**src/rtl/mvm_param_if.sv**
```systemverilog
// Handshake and data bundle between a matrix-vector engine and its driver.
// The master side issues start/x/weights and accepts results; the slave side is the engine.
interface mvm_param_if #(
  parameter int N_ROWS = 4,
  parameter int N_COLS = 4,
  parameter int X_W    = 4,
  parameter int W_W    = 4,
  parameter int ACC_W  = 16
);
  logic                      i_start_pmvm;
  logic                      i_mode_pmvm;
  logic [N_COLS*X_W-1:0]     i_x_bn;
  logic                      i_w_valid;
  logic [W_W-1:0]            i_w_pmvm;
  logic                      o_w_ready;
  logic                      o_ismvm;
  logic                      o_valid;
  logic                      i_ready;
  logic [N_ROWS*ACC_W-1:0]   o_wx_result;
  logic [N_ROWS-1:0]         o_sat;

  modport master (
    output i_start_pmvm, i_mode_pmvm, i_x_bn, i_w_valid, i_w_pmvm, i_ready,
    input  o_w_ready, o_ismvm, o_valid, o_wx_result, o_sat
  );

  modport slave (
    input  i_start_pmvm, i_mode_pmvm, i_x_bn, i_w_valid, i_w_pmvm, i_ready,
    output o_w_ready, o_ismvm, o_valid, o_wx_result, o_sat
  );
endinterface

```
**src/rtl/mvm_param.sv**
```systemverilog
// Streaming matrix-vector multiply: one saturating MAC per accepted weight beat,
// signed-integer or binarised XNOR (+1/-1) products, results held until accepted.
module mvm_param #(
  parameter int N_ROWS = 4,
  parameter int N_COLS = 4,
  parameter int X_W    = 4,
  parameter int W_W    = 4,
  parameter int ACC_W  = 16
) (
  input  logic         i_clk_pmvm,
  input  logic         i_rst_pmvm,
  mvm_param_if.slave   bus
);

  localparam int ROW_W = (N_ROWS > 1) ? $clog2(N_ROWS) : 1;
  localparam int COL_W = (N_COLS > 1) ? $clog2(N_COLS) : 1;
  localparam int P_W   = X_W + W_W;

  localparam logic [1:0] S_IDLE = 2'd0;
  localparam logic [1:0] S_RUN  = 2'd1;
  localparam logic [1:0] S_DONE = 2'd2;

  localparam logic signed [ACC_W-1:0] ACC_MAX = {1'b0, {(ACC_W-1){1'b1}}};
  localparam logic signed [ACC_W-1:0] ACC_MIN = {1'b1, {(ACC_W-1){1'b0}}};

  logic [1:0]                state_reg;
  logic [N_COLS*X_W-1:0]     x_reg;
  logic                      mode_reg;
  logic [ROW_W-1:0]          row_reg;
  logic [COL_W-1:0]          col_reg;
  logic signed [ACC_W-1:0]   acc_reg;
  logic signed [ACC_W-1:0]   y_reg [N_ROWS];
  logic [N_ROWS-1:0]         sat_reg;

  logic signed [X_W-1:0]     x_elem [N_COLS];
  logic signed [X_W-1:0]     x_sel;
  logic signed [P_W-1:0]     prod;
  logic signed [ACC_W-1:0]   p_ext;
  logic signed [ACC_W:0]     sum;
  logic                      ovf;
  logic signed [ACC_W-1:0]   acc_next;
  logic                      beat;
  logic                      start_ok;
  logic                      last_col;
  logic                      last_row;

  genvar gi;
  generate
    for (gi = 0; gi < N_COLS; gi++) begin : g_xsplit
      assign x_elem[gi] = $signed(x_reg[gi*X_W +: X_W]);
    end
  endgenerate

  assign x_sel    = x_elem[col_reg];
  assign prod     = x_sel * $signed(bus.i_w_pmvm);
  assign beat     = (state_reg == S_RUN) && bus.i_w_valid;
  assign start_ok = (state_reg == S_IDLE) && bus.i_start_pmvm;
  assign last_col = (col_reg == COL_W'(N_COLS - 1));
  assign last_row = (row_reg == ROW_W'(N_ROWS - 1));

  always_comb begin
    p_ext = '0;
    if (mode_reg) begin
      // XNOR of the low bits maps to +1 on agreement, -1 otherwise
      p_ext = (x_sel[0] == bus.i_w_pmvm[0]) ? ACC_W'(1) : '1;
    end else begin
      p_ext = ACC_W'(prod);
    end
  end

  // One guard bit: overflow shows as disagreement between the top two sum bits
  assign sum = {acc_reg[ACC_W-1], acc_reg} + {p_ext[ACC_W-1], p_ext};
  assign ovf = sum[ACC_W] != sum[ACC_W-1];

  always_comb begin
    acc_next = sum[ACC_W-1:0];
    if (ovf) begin
      acc_next = sum[ACC_W] ? ACC_MIN : ACC_MAX;
    end
  end

  always_ff @(posedge i_clk_pmvm) begin
    if (i_rst_pmvm) begin
      state_reg <= S_IDLE;
      x_reg     <= '0;
      mode_reg  <= 1'b0;
      row_reg   <= '0;
      col_reg   <= '0;
      acc_reg   <= '0;
      sat_reg   <= '0;
    end else begin
      case (state_reg)
        S_IDLE: begin
          if (bus.i_start_pmvm) begin
            state_reg <= S_RUN;
            x_reg     <= bus.i_x_bn;
            mode_reg  <= bus.i_mode_pmvm;
            row_reg   <= '0;
            col_reg   <= '0;
            acc_reg   <= '0;
            sat_reg   <= '0;
          end
        end
        S_RUN: begin
          if (beat) begin
            if (ovf) begin
              sat_reg[row_reg] <= 1'b1;
            end
            if (last_col) begin
              acc_reg <= '0;
              col_reg <= '0;
              if (last_row) begin
                state_reg <= S_DONE;
                row_reg   <= '0;
              end else begin
                row_reg <= row_reg + ROW_W'(1);
              end
            end else begin
              acc_reg <= acc_next;
              col_reg <= col_reg + COL_W'(1);
            end
          end
        end
        S_DONE: begin
          if (bus.i_ready) begin
            state_reg <= S_IDLE;
          end
        end
        default: state_reg <= S_IDLE;
      endcase
    end
  end

  // Each row's result register captures the final accumulation of its row
  generate
    for (gi = 0; gi < N_ROWS; gi++) begin : g_rows
      always_ff @(posedge i_clk_pmvm) begin
        if (i_rst_pmvm) begin
          y_reg[gi] <= '0;
        end else if (start_ok) begin
          y_reg[gi] <= '0;
        end else if (beat && last_col && (row_reg == ROW_W'(gi))) begin
          y_reg[gi] <= acc_next;
        end
      end
      assign bus.o_wx_result[gi*ACC_W +: ACC_W] = y_reg[gi];
    end
  endgenerate

  assign bus.o_w_ready = (state_reg == S_RUN);
  assign bus.o_ismvm   = (state_reg != S_IDLE);
  assign bus.o_valid   = (state_reg == S_DONE);
  assign bus.o_sat     = sat_reg;

endmodule

```
**src/flat_wrapper.sv**
```systemverilog
// flat-port wrapper written by rule: the top's interface ports become plain ports
module mvm_param_flat 
#(
  parameter int N_ROWS = 4,
  parameter int N_COLS = 4,
  parameter int X_W    = 4,
  parameter int W_W    = 4,
  parameter int ACC_W  = 16
)
  (i_clk_pmvm, i_rst_pmvm, bus_i_start_pmvm, bus_i_mode_pmvm, bus_i_x_bn, bus_i_w_valid, bus_i_w_pmvm, bus_i_ready, bus_o_w_ready, bus_o_ismvm, bus_o_valid, bus_o_wx_result, bus_o_sat);
  mvm_param_if #(.N_ROWS(N_ROWS), .N_COLS(N_COLS), .X_W(X_W), .W_W(W_W), .ACC_W(ACC_W)) bus_i ();
  input  logic i_clk_pmvm;
  input  logic i_rst_pmvm;
  input wire logic [$bits(bus_i.i_start_pmvm)-1:0] bus_i_start_pmvm;
  input wire logic [$bits(bus_i.i_mode_pmvm)-1:0] bus_i_mode_pmvm;
  input wire logic [$bits(bus_i.i_x_bn)-1:0] bus_i_x_bn;
  input wire logic [$bits(bus_i.i_w_valid)-1:0] bus_i_w_valid;
  input wire logic [$bits(bus_i.i_w_pmvm)-1:0] bus_i_w_pmvm;
  input wire logic [$bits(bus_i.i_ready)-1:0] bus_i_ready;
  output wire logic [$bits(bus_i.o_w_ready)-1:0] bus_o_w_ready;
  output wire logic [$bits(bus_i.o_ismvm)-1:0] bus_o_ismvm;
  output wire logic [$bits(bus_i.o_valid)-1:0] bus_o_valid;
  output wire logic [$bits(bus_i.o_wx_result)-1:0] bus_o_wx_result;
  output wire logic [$bits(bus_i.o_sat)-1:0] bus_o_sat;
  assign bus_i.i_start_pmvm = bus_i_start_pmvm;
  assign bus_i.i_mode_pmvm = bus_i_mode_pmvm;
  assign bus_i.i_x_bn = bus_i_x_bn;
  assign bus_i.i_w_valid = bus_i_w_valid;
  assign bus_i.i_w_pmvm = bus_i_w_pmvm;
  assign bus_i.i_ready = bus_i_ready;
  assign bus_o_w_ready = bus_i.o_w_ready;
  assign bus_o_ismvm = bus_i.o_ismvm;
  assign bus_o_valid = bus_i.o_valid;
  assign bus_o_wx_result = bus_i.o_wx_result;
  assign bus_o_sat = bus_i.o_sat;
  mvm_param #(.N_ROWS(N_ROWS), .N_COLS(N_COLS), .X_W(X_W), .W_W(W_W), .ACC_W(ACC_W)) u_core (.i_clk_pmvm(i_clk_pmvm), .i_rst_pmvm(i_rst_pmvm), .bus(bus_i));
endmodule
```
**config.mk**
```make
export PLATFORM = sky130hd
export DESIGN_NAME = mvm_param_flat
export DESIGN_NICKNAME = d
export VERILOG_FILES = /design/src/rtl/mvm_param_if.sv /design/src/rtl/mvm_param.sv /design/src/flat_wrapper.sv
export SDC_FILE = /design/constraint.sdc
export NUM_CORES = 1
export LEC_CHECK = 0
export ABC_AREA = 1
export CAP_MARGIN = 20
export CORE_ASPECT_RATIO = 1.2
export CORE_MARGIN = 2
export CORE_UTILIZATION = 54
export DETAILED_ROUTE_END_ITERATION = 12
export PLACE_DENSITY_LB_ADDON = 0.05
export SETUP_SLACK_MARGIN = 0.3
export SKIP_CTS_REPAIR_TIMING = 1
export SLEW_MARGIN = 20
export SYNTH_ARGS = -nofsm -noshare
export SYNTH_HDL_FRONTEND = slang
export SYNTH_SLANG_ARGS = --single-unit
export TNS_END_PERCENT = 5
```
**constraint.sdc**
```tcl
create_clock -name i_clk_pmvm -period 18.4 [get_ports i_clk_pmvm]
set_clock_uncertainty 0.2 [all_clocks]
set_input_delay 2.76 -clock i_clk_pmvm [delete_from_list [all_inputs] [get_ports i_clk_pmvm]]
set_output_delay 2.76 -clock i_clk_pmvm [all_outputs]
set_load 0.02 [all_outputs]
```
* Word level (Yosys, flattened, before mapping)
Memories as Yosys holds them, arrays and structs flattened.
Index checks and enable logic that the tools add are counted.
** Storage, ports and cells
- Flip-flop bits (word level) :: 43
- RAM bits :: 64
- Output and inout bits :: 71
- Word-level logic and storage cells :: 116
- Memories kept :: 1
** Cells by class
- Add/sub/neg operators :: 3
- $mul :: 1
- $lt $le $gt $ge :: 3
- Equal/unequal tests :: 14
- Muxes and demuxes :: 60
- Bitwise gates (word level) :: 10
- Reductions and logical operators :: 17
** Memory list
- u_core.y_reg :: words 4, width 16, rd ports 4, clocked after Yosys merged registers in 0, write ports 4, line mvm_param.sv:32 : logic signed [ACC_W-1:0] y_reg [N_ROWS];
** Operators by type and width (count)
- 2-to-1 mux 16 bit :: 15
- one-hot mux 16 bit (2 select lines) :: 1
- 2-to-1 mux 1 bit :: 22
- 2-to-1 mux 2 bit :: 11
- 2-to-1 mux 4 bit :: 5
- adder 16 x 16 -> 17 bit :: 1
- binary-select mux 4 bit (select 2 bit) :: 1
- equality test 2 bit (second input constant) :: 4
- logical AND 1 bit :: 8
- multiplier 4 x 4 -> 8 bit :: 1
- != test 2 x 1 -> 1 bit (second input constant) :: 4
- OR 1 bit :: 8
- one-hot mux 2 bit (2 select lines) :: 2
- one-hot mux 4 bit (2 select lines) :: 1
- AND reduction 4 bit :: 2
- one-hot mux 2 bit (3 select lines) :: 1
- AND reduction 5 bit :: 1
- adder 2 x 1 -> 2 bit (second input constant) :: 2
- equality test 2 x 1 -> 1 bit (second input constant) :: 2
- logical NOT 2 bit :: 2
- != test 2 bit (second input constant) :: 2
- OR 4 bit :: 1
- nonzero test 2 bit :: 2
- >= comparator 3 bit (second input constant) :: 1
- other kinds (8) :: 8

* Longest topological paths before layout
- Word-level depth :: 13
- Depth in mapped cells :: 35

* Least setup slack after synthesis
Ideal clock, no wire load.
- Path type :: in2reg
- Start point :: input port bus_i_w_pmvm[0]
- End point :: memory u_core.y_reg[1][6] (netlist: u_core.y_reg[0][22]), data pin
- Library setup time :: 257 ps
- Data arrival time :: 7247 ps
- Required time :: 17943 ps
- Path slack :: 10696 ps
- Stages :: 30
- Cell sequence :: inv_1 -> nor2_1 -> inv_1 -> fa_1 -> fa_1 -> inv_1 -> ha_1 -> fa_1 -> a21o_1 -> a21oi_1 -> xor2_1 -> xnor2_1 -> nand2_1 -> nand2_1 -> inv_1 -> ha_1 -> nand2_2 -> nor2_1 -> nand3_1 -> nand2_2 -> nand2_2 -> nand2_2 -> nand2_1 -> nand2_2 -> nand2_4 -> buf_6 -> nand2_1 -> nand2_1 -> inv_1 -> nor2_1
** RTL lines
- start, declared :: line flat_wrapper.sv:18 : input wire logic [$bits(bus_i.i_w_pmvm)-1:0] bus_i_w_pmvm;
- end, declared :: line mvm_param.sv:32

==> results.yml <==
outcome:
  status: "finished, final reports clean"
setup_path:
  crit_buf_inv: 6
  worst_path_most_repeated_cell: "inv_1"
  slowest_stage: "fa_1"
  slowest_delay_ns: 0.52
  required_ns: 18.29
  worstSetupPathType: "in -> reg"
  cp_top_family: "adder cells"
  cp.arrival_ns: 8.27
  endpoint_kind: "flip-flop"
  startpoint_type: "input pin"
  cp_max_fo: 24
timing:
  worst_slack_ns: 10.02
  hold_viol_final: 0
  tightest_slew_ns: 0.968
  setup_viol: 0
  maxSlewViolCount: 0
  relSlewSlack: 0.352
  fin_crit_sh: 0.455
  fin_crit_ns: 8.38
  fmax_ghz: 0.119
  fin_tns_setup_ns: 0
  rsz0062_at_grt: "no"
synthesis:
  ys_async_sr_fraction: 0
  synthesis.instances: 672
  synthTopCellsByArea: "edfxtp_1, dfxtp_1, nand2_1"
  yosysTopAreaCellShare: 0.329
  yosys_most_used_dff: "edfxtp_1"
  yosysUniqueCellTypes: 40
  ys.warnings.count: 0
  seq_area_frac_synth: 0.477
  syn_area_per_cell_um2: 8.68
  syn_nets: 742
  ys_seq_elements: 107
  synth-edff-count: 64
  synth_top_cell_by_area: "edfxtp_1"
  synth_area_um2: 5830
clocking:
  cts-buffers-inserted: 9
  clock-sinks: 107
  htree_num_levels: 3
  cts_tree: "built"
  root_buffer: "clkbuf_16"
  path_clk_slew_ns: 0.08
  clk_path_buf_depth: 2
  clkLatencyLatePin_ns: 0.35
die:
  pin_count: 97
  start_util: 0.555
  num_rows: 41
  dieHeight_um: 118
  die_x_um: 98.9
  core_area_um2: 10500
  die-area_um2: 11700
global_routing:
  grt_max_degree: 25
  grt_pass1_vias: 4578
  grt_usage: 0.236
  grt_pass1_wl_um: 22200
  antenna_found_initial: 0
  grt-ovfl-total: 0
cells_and_area:
  drive_gt1_frac: 0.0692
  layout_common_cells: "nand2_1, clkdlybuf4s50_1, nor2_1"
  areaGrowthSynthToFinish_pct: 22.3
  diodes: 0
  mostFrequentLayoutCell: "nand2_1"
  nNetsFinal: 831
  largest_reg_flops: 64
  design_area_um2: 7140
drt:
  drt_pass1_iterations: 5
  detail_route.wirelength_um: 13400
  antenna_left: 0
  avgRoutedWirePerCell_um: 15.0
  drc_errors: 0
  avgViaCountPerCell: 5.26
  wl_met2_um: 6980
  highest_layer: "met4"
  via_count: 4709
  wl_met1_um: 5520
  drt-initial-drc-count: 322
  wl_met3_um: 664
placement:
  post_dp_cell_area_um2: 6850
  dpl.hpwl_um: 10200
  pre_cts_slack_ns: 9.65
  gp_congestion: 0.909
  io_buffer_count: 96
job:
  max_cap_viol_count: 0
pwr:
  peakVddDrop_uv: 58.6
  p_per_area_nw_per_um2: 141
  leakage_uw: 0.00319
worst_hold_path:
  hold_class: "reg -> reg"
## metrics by stage
stage	std cells	power [uW]	utilization	hold slack [ns]
detailed placement	879	820	0.652	0.236
finish	895	1010	0.679	0.250
global route	895	1080	0.679	0.272
CTS	895	1000	0.679	0.252
global placement	879	808	0.652	0.230
floorplan	672	692	-	0.219
## worst paths after layout
| path | endpoint | cells past startpoint | start | slack, ns |
|---|---|---|---|---|
| setup / recovery | u_core.y_reg[0][1] | 28 | bus_i_w_pmvm[0] | 10.02 |
| hold / removal | u_core.bus.o_sat[3] | 2 | u_core.bus.o_sat[3] | 0.25 |
| setup reg to reg | u_core.y_reg[0][1] | 30 | u_core.col_reg[0] | 11.84 |
| hold reg to reg | u_core.bus.o_sat[3] | 2 | u_core.bus.o_sat[3] | 0.25 |
## power by group
part | leakage [uW] | switching (uW) | total [uW] | internal (uW)
clock | 0.000131 | 89.5 | 183 | 93.6
sequential | 0.00105 | 12.0 | 292 | 280
combinational | 0.00201 | 363 | 530 | 167
## kinds of logic (layout without fill, tap and decap cells)
| family | after synthesis | in the layout | synth area share |
|---|---|---|---|
| AO/OA/AOI/OAI | 88 | 88 | 0.0824 |
| XOR/XNOR | 17 | 17 | 0.0255 |
| adder cells (fa/ha/maj) | 44 | 44 | 0.107 |
| buffers and inverters | 106 | 200 | 0.0751 |
| flip-flops | 107 | 107 | 0.477 |
| AND/OR/NAND/NOR | 310 | 310 | 0.233 |
## cell usage after synthesis, drive strengths merged, types with 2 or more instances
cell type  instances
edfxtp            64
o21bai             3
o21ai             19
a211oi             2
a21oi             59
inv               88
nor2              92
xor2               8
nand2            172
or2                2
a21o               2
fa                10
dfxtp             43
nand3             39
ha                34
nor3               2
clkbuf             8
buf               10
xnor2              9
## routing by layer
metal  vias up  GRT usage
met4         0     0.0753
li1       2345          -
met3        18     0.0309
met2       138      0.424
met5         -          0
met1      2208      0.292
## worst min-delay path: stages (launching register included)
cell,delay [ns]
dfxtp_1,0.31
inv_1,0.04
a21oi_1,0.05
## layout make-up
| type | instances | area (um^2) |
|---|---|---|
| clock buffers | 10 | 229 |
| flip-flops and latches | 107 | 2780 |
| well taps | 129 | 161 |
| repair buffers | 96 | 961 |
| inverters | 88 | 335 |
| clock inverters | 6 | 52.6 |
| fillers | 857 | 3380 |
| multi-input cells | 459 | 2610 |
Note: power is estimated with default switching activity, not from simulation.
==> RTL change 1, RTL diff (same settings) <==
Make the reset (`i_rst_pmvm`) asynchronous in 2 clocked blocks.
--- a/src/rtl/mvm_param.sv
+++ b/src/rtl/mvm_param.sv
@@ -79,7 +79,7 @@
     end
   end
 
-  always_ff @(posedge i_clk_pmvm) begin
+  always_ff @(posedge i_clk_pmvm or posedge i_rst_pmvm) begin
     if (i_rst_pmvm) begin
       state_reg <= S_IDLE;
       x_reg     <= '0;
@@ -134,7 +134,7 @@
   // Each row's result register captures the final accumulation of its row
   generate
     for (gi = 0; gi < N_ROWS; gi++) begin : g_rows
-      always_ff @(posedge i_clk_pmvm) begin
+      always_ff @(posedge i_clk_pmvm or posedge i_rst_pmvm) begin
         if (i_rst_pmvm) begin
           y_reg[gi] <= '0;
         end else if (start_ok) begin
Formal check against the unedited RTL: differs if i_rst_pmvm is asserted again (counterexample within 4 cycles, from zero or initial values and one cycle with i_rst_pmvm high); with i_rst_pmvm held inactive, the same outputs for 4 cycles.
==> RTL change 1 against the unedited design <==
  * Register-to-register slack got worse by 0.77 ns
  * Critical endpoint is now u_core.bus.o_sat[0]$_DFFE_PP0P_
  * Sequential cell count did not move
  * Critical path type unchanged
  * Highest routed layer unchanged
  * Worst setup slack got worse by 0.73 ns
  * Non-clock buffer count rose by 3
  * Routed wire length rose by 8.5%
  * Final area rose by 6.4%
  * Synthesized area rose by 7.0%
  * Count of clock-buffer cells in the layout did not move
Power is left out: the tool's default activity adds up to more than one toggle a clock period on the data nets, which glitch-free logic cannot reach.
==> RTL change 1: results (changes against the unedited design) <==
| Metric | Value |
|---|---|
| GRT Total Usage | 24.9% (was 23.6%) |
| Reg2reg setup slack | 11.07 ns (was 11.84 ns) |
| Final Instance Area | 0.00759 mm² (was 0.00714 mm²) |
| Global-route wire length before repair | 24500 µm (was 22200 µm) |
| Max Freq | 0.110 GHz (was 0.119 GHz) |
| Largest net degree at the start of global routing | 64 (was 25) |
| Worst r2r dst | u_core.bus.o_sat[0]$_DFFE_PP0P_ (was u_core.y_reg[0][1]$_SDFFCE_PN0P_) |
| Top delay family on crit path | simple AND/OR/NAND/NOR gates (was adder cells) |
| Post-synthesis cell count | 769 (was 672) |
| M1 GR Usage | 31.8% (was 29.2%) |
| Routability cong. | 0.859 (was 0.909) |
| Commonest cells post-synth | 285 x nand2_1, 107 x dfrtp_1, 64 x inv_1 (was 157 x nand2_1, 89 x nor2_1, 79 x inv_1) |
| Layout cell share with drive strength beyond 1 | 8.25% (was 6.92%) |
| Critical path arrival | 9.21 ns (was 8.27 ns) |
| Fin nets | 928 (was 831) |
| WL/cell | 14.3 µm (was 15.0 µm) |
| Hold wc startpoint | u_core.x_reg[5]$_DFFE_PP0P_ (was u_core.bus.o_sat[3]$_SDFFE_PP0P_) |
| Metal3 WL | 511 µm (was 664 µm) |
| Post-DP HPWL | 11000 µm (was 10200 µm) |
| FF-to-FF Start | u_core.col_reg[0]$_DFFE_PP0P_ (was u_core.col_reg[0]$_SDFFE_PP0P_) |
| GR Util met2 | 43.0% (was 42.4%) |
| Post-Place Cells | 1002 (was 879) |
| FFs w/ async S/R, synth | 100% (was 0%) |
| Vias in the first global route | 5204 (was 4578) |
| Post-synth cell types | 36 (was 40) |
| Critical Path Max Stage Delay | 0.71 ns (was 0.52 ns) |
| Fill cells | 1012 (was 857) |
| End of the worst hold path | u_core.x_reg[5]$_DFFE_PP0P_ (was u_core.bus.o_sat[3]$_SDFFE_PP0P_) |
| R2R cell count | 31 (was 30) |
| DP Area | 0.00730 mm² (was 0.00685 mm²) |
| Run status | finished clean (unchanged) |
| Worst-path fanout max | 39 (was 24) |
| Final hold slack | 0.278 ns (was 0.250 ns) |
| 1st-iter DRT viols | 250 (was 322) |
| Slew Limit Headroom | 29.7% (was 35.2%) |
| Num CTS Buffers | 9 (unchanged) |
| Main synth FF type | dfrtp_1 (was edfxtp_1) |
| Total Wirelength | 14500 µm (was 13400 µm) |
| Vias per Instance | 5.19 (was 5.26) |
| Mapped Nets | 841 (was 742) |
| CP max stage cell | nand2_2 (was fa_1) |
| Area contributors post-synth | dfrtp_1 43%, nand2_1 17%, ha_1 7.2% (was edfxtp_1 33%, dfxtp_1 15%, nand2_1 10%) |
| Worst slack at placement | 8.90 ns (was 9.65 ns) |
| Post-synthesis sequential area ratio | 42.9% (was 47.7%) |
| Metal-1 WL | 6320 µm (was 5520 µm) |
-- RTL change 1: changes by cell type in the layout (fill, tap and decap cells not counted), moves of 6 or more --
cell	unedited run	this run
o21ai_2	1	8
dfrtp_1	0	107
nand2_1	157	285
nor2_1	89	45
edfxtp_1	64	0
o21ai_1	0	19
a21oi_1	56	17
dfxtp_1	43	0
nand3_4	0	6
nand3_1	36	45
nand4_1	0	17
inv_1	79	63
-- RTL change 1: final cells by class --
type | count | share of cell area (%)
Tap cell | 157 | 2.59
Inverter | 70 | 3.49
Multi-Input combinational cell | 569 | 41.8
Timing Repair Buffer | 99 | 13.0
Sequential cell | 107 | 35.3
Clock buffer | 10 | 3.15
Clock inverter | 6 | 0.741
-- RTL change 1: logic make-up after synthesis --
logic type,after synthesis,synth area share [%]
adders and majority gates,46,10.4
xor gates and xnor gates,16,2.24
buffers and inverters,93,6.31
AOI/OAI and AO/OA,78,7.23
DFF,107,42.9
and+or+nand+nor,429,30.9
==> RTL change 2, RTL diff (same settings) <==
Made on the original files. `ACC_W` is set to 16 in 3 places; all go to 32.
--- a/src/rtl/mvm_param_if.sv
+++ b/src/rtl/mvm_param_if.sv
@@ -5,7 +5,7 @@
   parameter int N_COLS = 4,
   parameter int X_W    = 4,
   parameter int W_W    = 4,
-  parameter int ACC_W  = 16
+  parameter int ACC_W  = 32
 );
   logic                      i_start_pmvm;
   logic                      i_mode_pmvm;
--- a/src/rtl/mvm_param.sv
+++ b/src/rtl/mvm_param.sv
@@ -5,7 +5,7 @@
   parameter int N_COLS = 4,
   parameter int X_W    = 4,
   parameter int W_W    = 4,
-  parameter int ACC_W  = 16
+  parameter int ACC_W  = 32
 ) (
   input  logic         i_clk_pmvm,
   input  logic         i_rst_pmvm,
--- a/src/flat_wrapper.sv
+++ b/src/flat_wrapper.sv
@@ -5,7 +5,7 @@
   parameter int N_COLS = 4,
   parameter int X_W    = 4,
   parameter int W_W    = 4,
-  parameter int ACC_W  = 16
+  parameter int ACC_W  = 32
 )
   (i_clk_pmvm, i_rst_pmvm, bus_i_start_pmvm, bus_i_mode_pmvm, bus_i_x_bn, bus_i_w_valid, bus_i_w_pmvm, bus_i_ready, bus_o_w_ready, bus_o_ismvm, bus_o_valid, bus_o_wx_result, bus_o_sat);
   mvm_param_if #(.N_ROWS(N_ROWS), .N_COLS(N_COLS), .X_W(X_W), .W_W(W_W), .ACC_W(ACC_W)) bus_i ();
Interface: changed (resized bus_o_wx_result); port bits go from 97 to 161. The function was not compared with the original's and may differ.
==> RTL change 2 against the unedited design <==
  * Sequential share of layout area grew 1.8 points
  * Sequential cell count increased by 80
  * Synthesized area increased by 70%
  * Routed wire length up 94%
  * Fmax shrank 4.0%
  * Register-to-register slack worse by 0.50 ns
  * Worst setup slack got worse by 0.35 ns
  * Final area rose by 72%
  * Sequential power increased by 79%
  * Synthesized cell count grew 75%
  * Count of clock-buffer cells in the layout rose by 8
  * Power up 94%
  * Largest power group unchanged
  * Highest routed layer unchanged
==> RTL change 2: results (changes against the unedited design) <==
| Metric | Value |
|---|---|
| Synth Area in Adders | 8.32% (was 10.7%) |
| Worst slack at placement | 9.18 ns (was 9.65 ns) |
| Worst IR drop on VDD | 0.0912 mV (was 0.0586 mV) |
| Layout cell share with drive strength beyond 1 | 5.80% (was 6.92%) |
| Reg2reg setup slack | 11.34 ns (was 11.84 ns) |
| Vias per Instance | 5.22 (was 5.26) |
| Routability cong. | 0.921 (was 0.909) |
| Num CTS Buffers | 17 (was 9) |
| I/O Buffers | 160 (was 96) |
| Post-synth cell types | 38 (was 40) |
| Post-DP HPWL | 19100 µm (was 10200 µm) |
| Lkg Pwr | 5.50 nW (was 3.19 nW) |
| R2R cell count | 28 (was 30) |
| DP Area | 0.0117 mm² (was 0.00685 mm²) |
| EDFF count, synth | 128 (was 64) |
| Worst setup path endpoint | u_core.y_reg[0][25]$_SDFFCE_PN0P_ (was u_core.y_reg[0][1]$_SDFFCE_PN0P_) |
| H-tree Lvls | 4 (was 3) |
| Largest net degree at the start of global routing | 41 (was 25) |
| Area contributors post-synth | edfxtp_1 39%, dfxtp_1 12%, nand2_1 12% (was edfxtp_1 33%, dfxtp_1 15%, nand2_1 10%) |
| Fill cells | 1496 (was 857) |
| Avg Cell Area, Syn | 8.43 µm² (was 8.68 µm²) |
| Compound-Gate Fraction of Synth Area | 7.17% (was 8.24%) |
| Via count | 8184 (was 4709) |
| Fin nets | 1417 (was 831) |
| Run status | finished clean (unchanged) |
| Post-synthesis sequential area ratio | 50.6% (was 47.7%) |
| Vias in the first global route | 8034 (was 4578) |
| Xor-xnor portion of the synthesized cell area | 2.29% (was 2.55%) |
[RTL change 2: cell types whose count changed after synthesis, sizes merged, moves of 16 or more]
| cell | unedited run | this run |
|---|---|---|
| nand2 | 172 | 323 |
| nor2 | 92 | 204 |
| edfxtp | 64 | 128 |
| inv | 88 | 139 |
| a21oi | 59 | 84 |
| dfxtp | 43 | 59 |
| ha | 34 | 50 |
[RTL change 2: critical path, cell delays in order]
cell             delay, ns
clkdlybuf4s50_1       0.48
inv_1                 0.07
nor2_1                0.44
inv_1                 0.13
fa_1                  0.51
fa_1                  0.52
inv_1                 0.04
ha_1                  0.22
fa_1                  0.41
a31oi_1               0.18
xor2_1                0.19
xor2_1                0.10
a21oi_2               0.13
buf_4                 0.31
ha_1                  0.34
a21oi_1               0.25
nand2_1               0.11
nand2_1               0.10
nand2_1               0.08
a21oi_1               0.21
nand2_1               0.10
nand2_1               0.10
nand2_4               0.11
nand2_4               0.32
o21ai_1               0.24
inv_2                 0.15
nor2_1                0.05
[RTL change 2: area by class of cell]
class                      count  area [µm²]  share of cell area, %
clock buffer                  18         429                   3.49
clock inverter                14         149                   1.21
inverter                     139         522                   4.24
multi-input combinational    818        4240                   34.4
sequential                   187        5020                   40.8
tap                          224         280                   2.28
timing repair buffer         168        1660                   13.5
[RTL change 2: metal layers]
layer	part of all wire, %	track usage [%]
met1	46	36.9
met2	47	44.6
met3	5.6	4.95
met4	1.4	6.80
met5	0	0
[RTL change 2: cells by family after synthesis]
family / count (synthesis)
adder cells (fa/ha/maj): 60
buffers and inverters: 173
AO/OA/AOI/OAI: 130
XOR/XNOR: 26
flip-flops: 187
AND/OR/NAND/NOR: 602
[RTL change 2: how the worst min path moves through the flow]
stage	startpoint	to	slack, ns	depth (start not counted)
after floorplan	u_core.x_reg[5]$_SDFFE_PP0P_	u_core.x_reg[5]$_SDFFE_PP0P_	0.22	2
after global placement	u_core.x_reg[7]$_SDFFE_PP0P_	u_core.x_reg[7]$_SDFFE_PP0P_	0.23	2
after detailed placement	u_core.x_reg[8]$_SDFFE_PP0P_	u_core.x_reg[8]$_SDFFE_PP0P_	0.23	2
after CTS	u_core.x_reg[8]$_SDFFE_PP0P_	u_core.x_reg[8]$_SDFFE_PP0P_	0.25	2
after global routing	u_core.x_reg[4]$_SDFFE_PP0P_	u_core.x_reg[4]$_SDFFE_PP0P_	0.27	2
final	u_core.x_reg[8]$_SDFFE_PP0P_	u_core.x_reg[8]$_SDFFE_PP0P_	0.25	2
[RTL change 2: report_power, final]
| part | switching (W) | total (W) | internal [W] |
|---|---|---|---|
| combinational | 0.000756 | 0.00107 | 0.000315 |
| clock | 0.000180 | 0.000362 | 0.000182 |
| sequential | 0.0000208 | 0.000522 | 0.000501 |
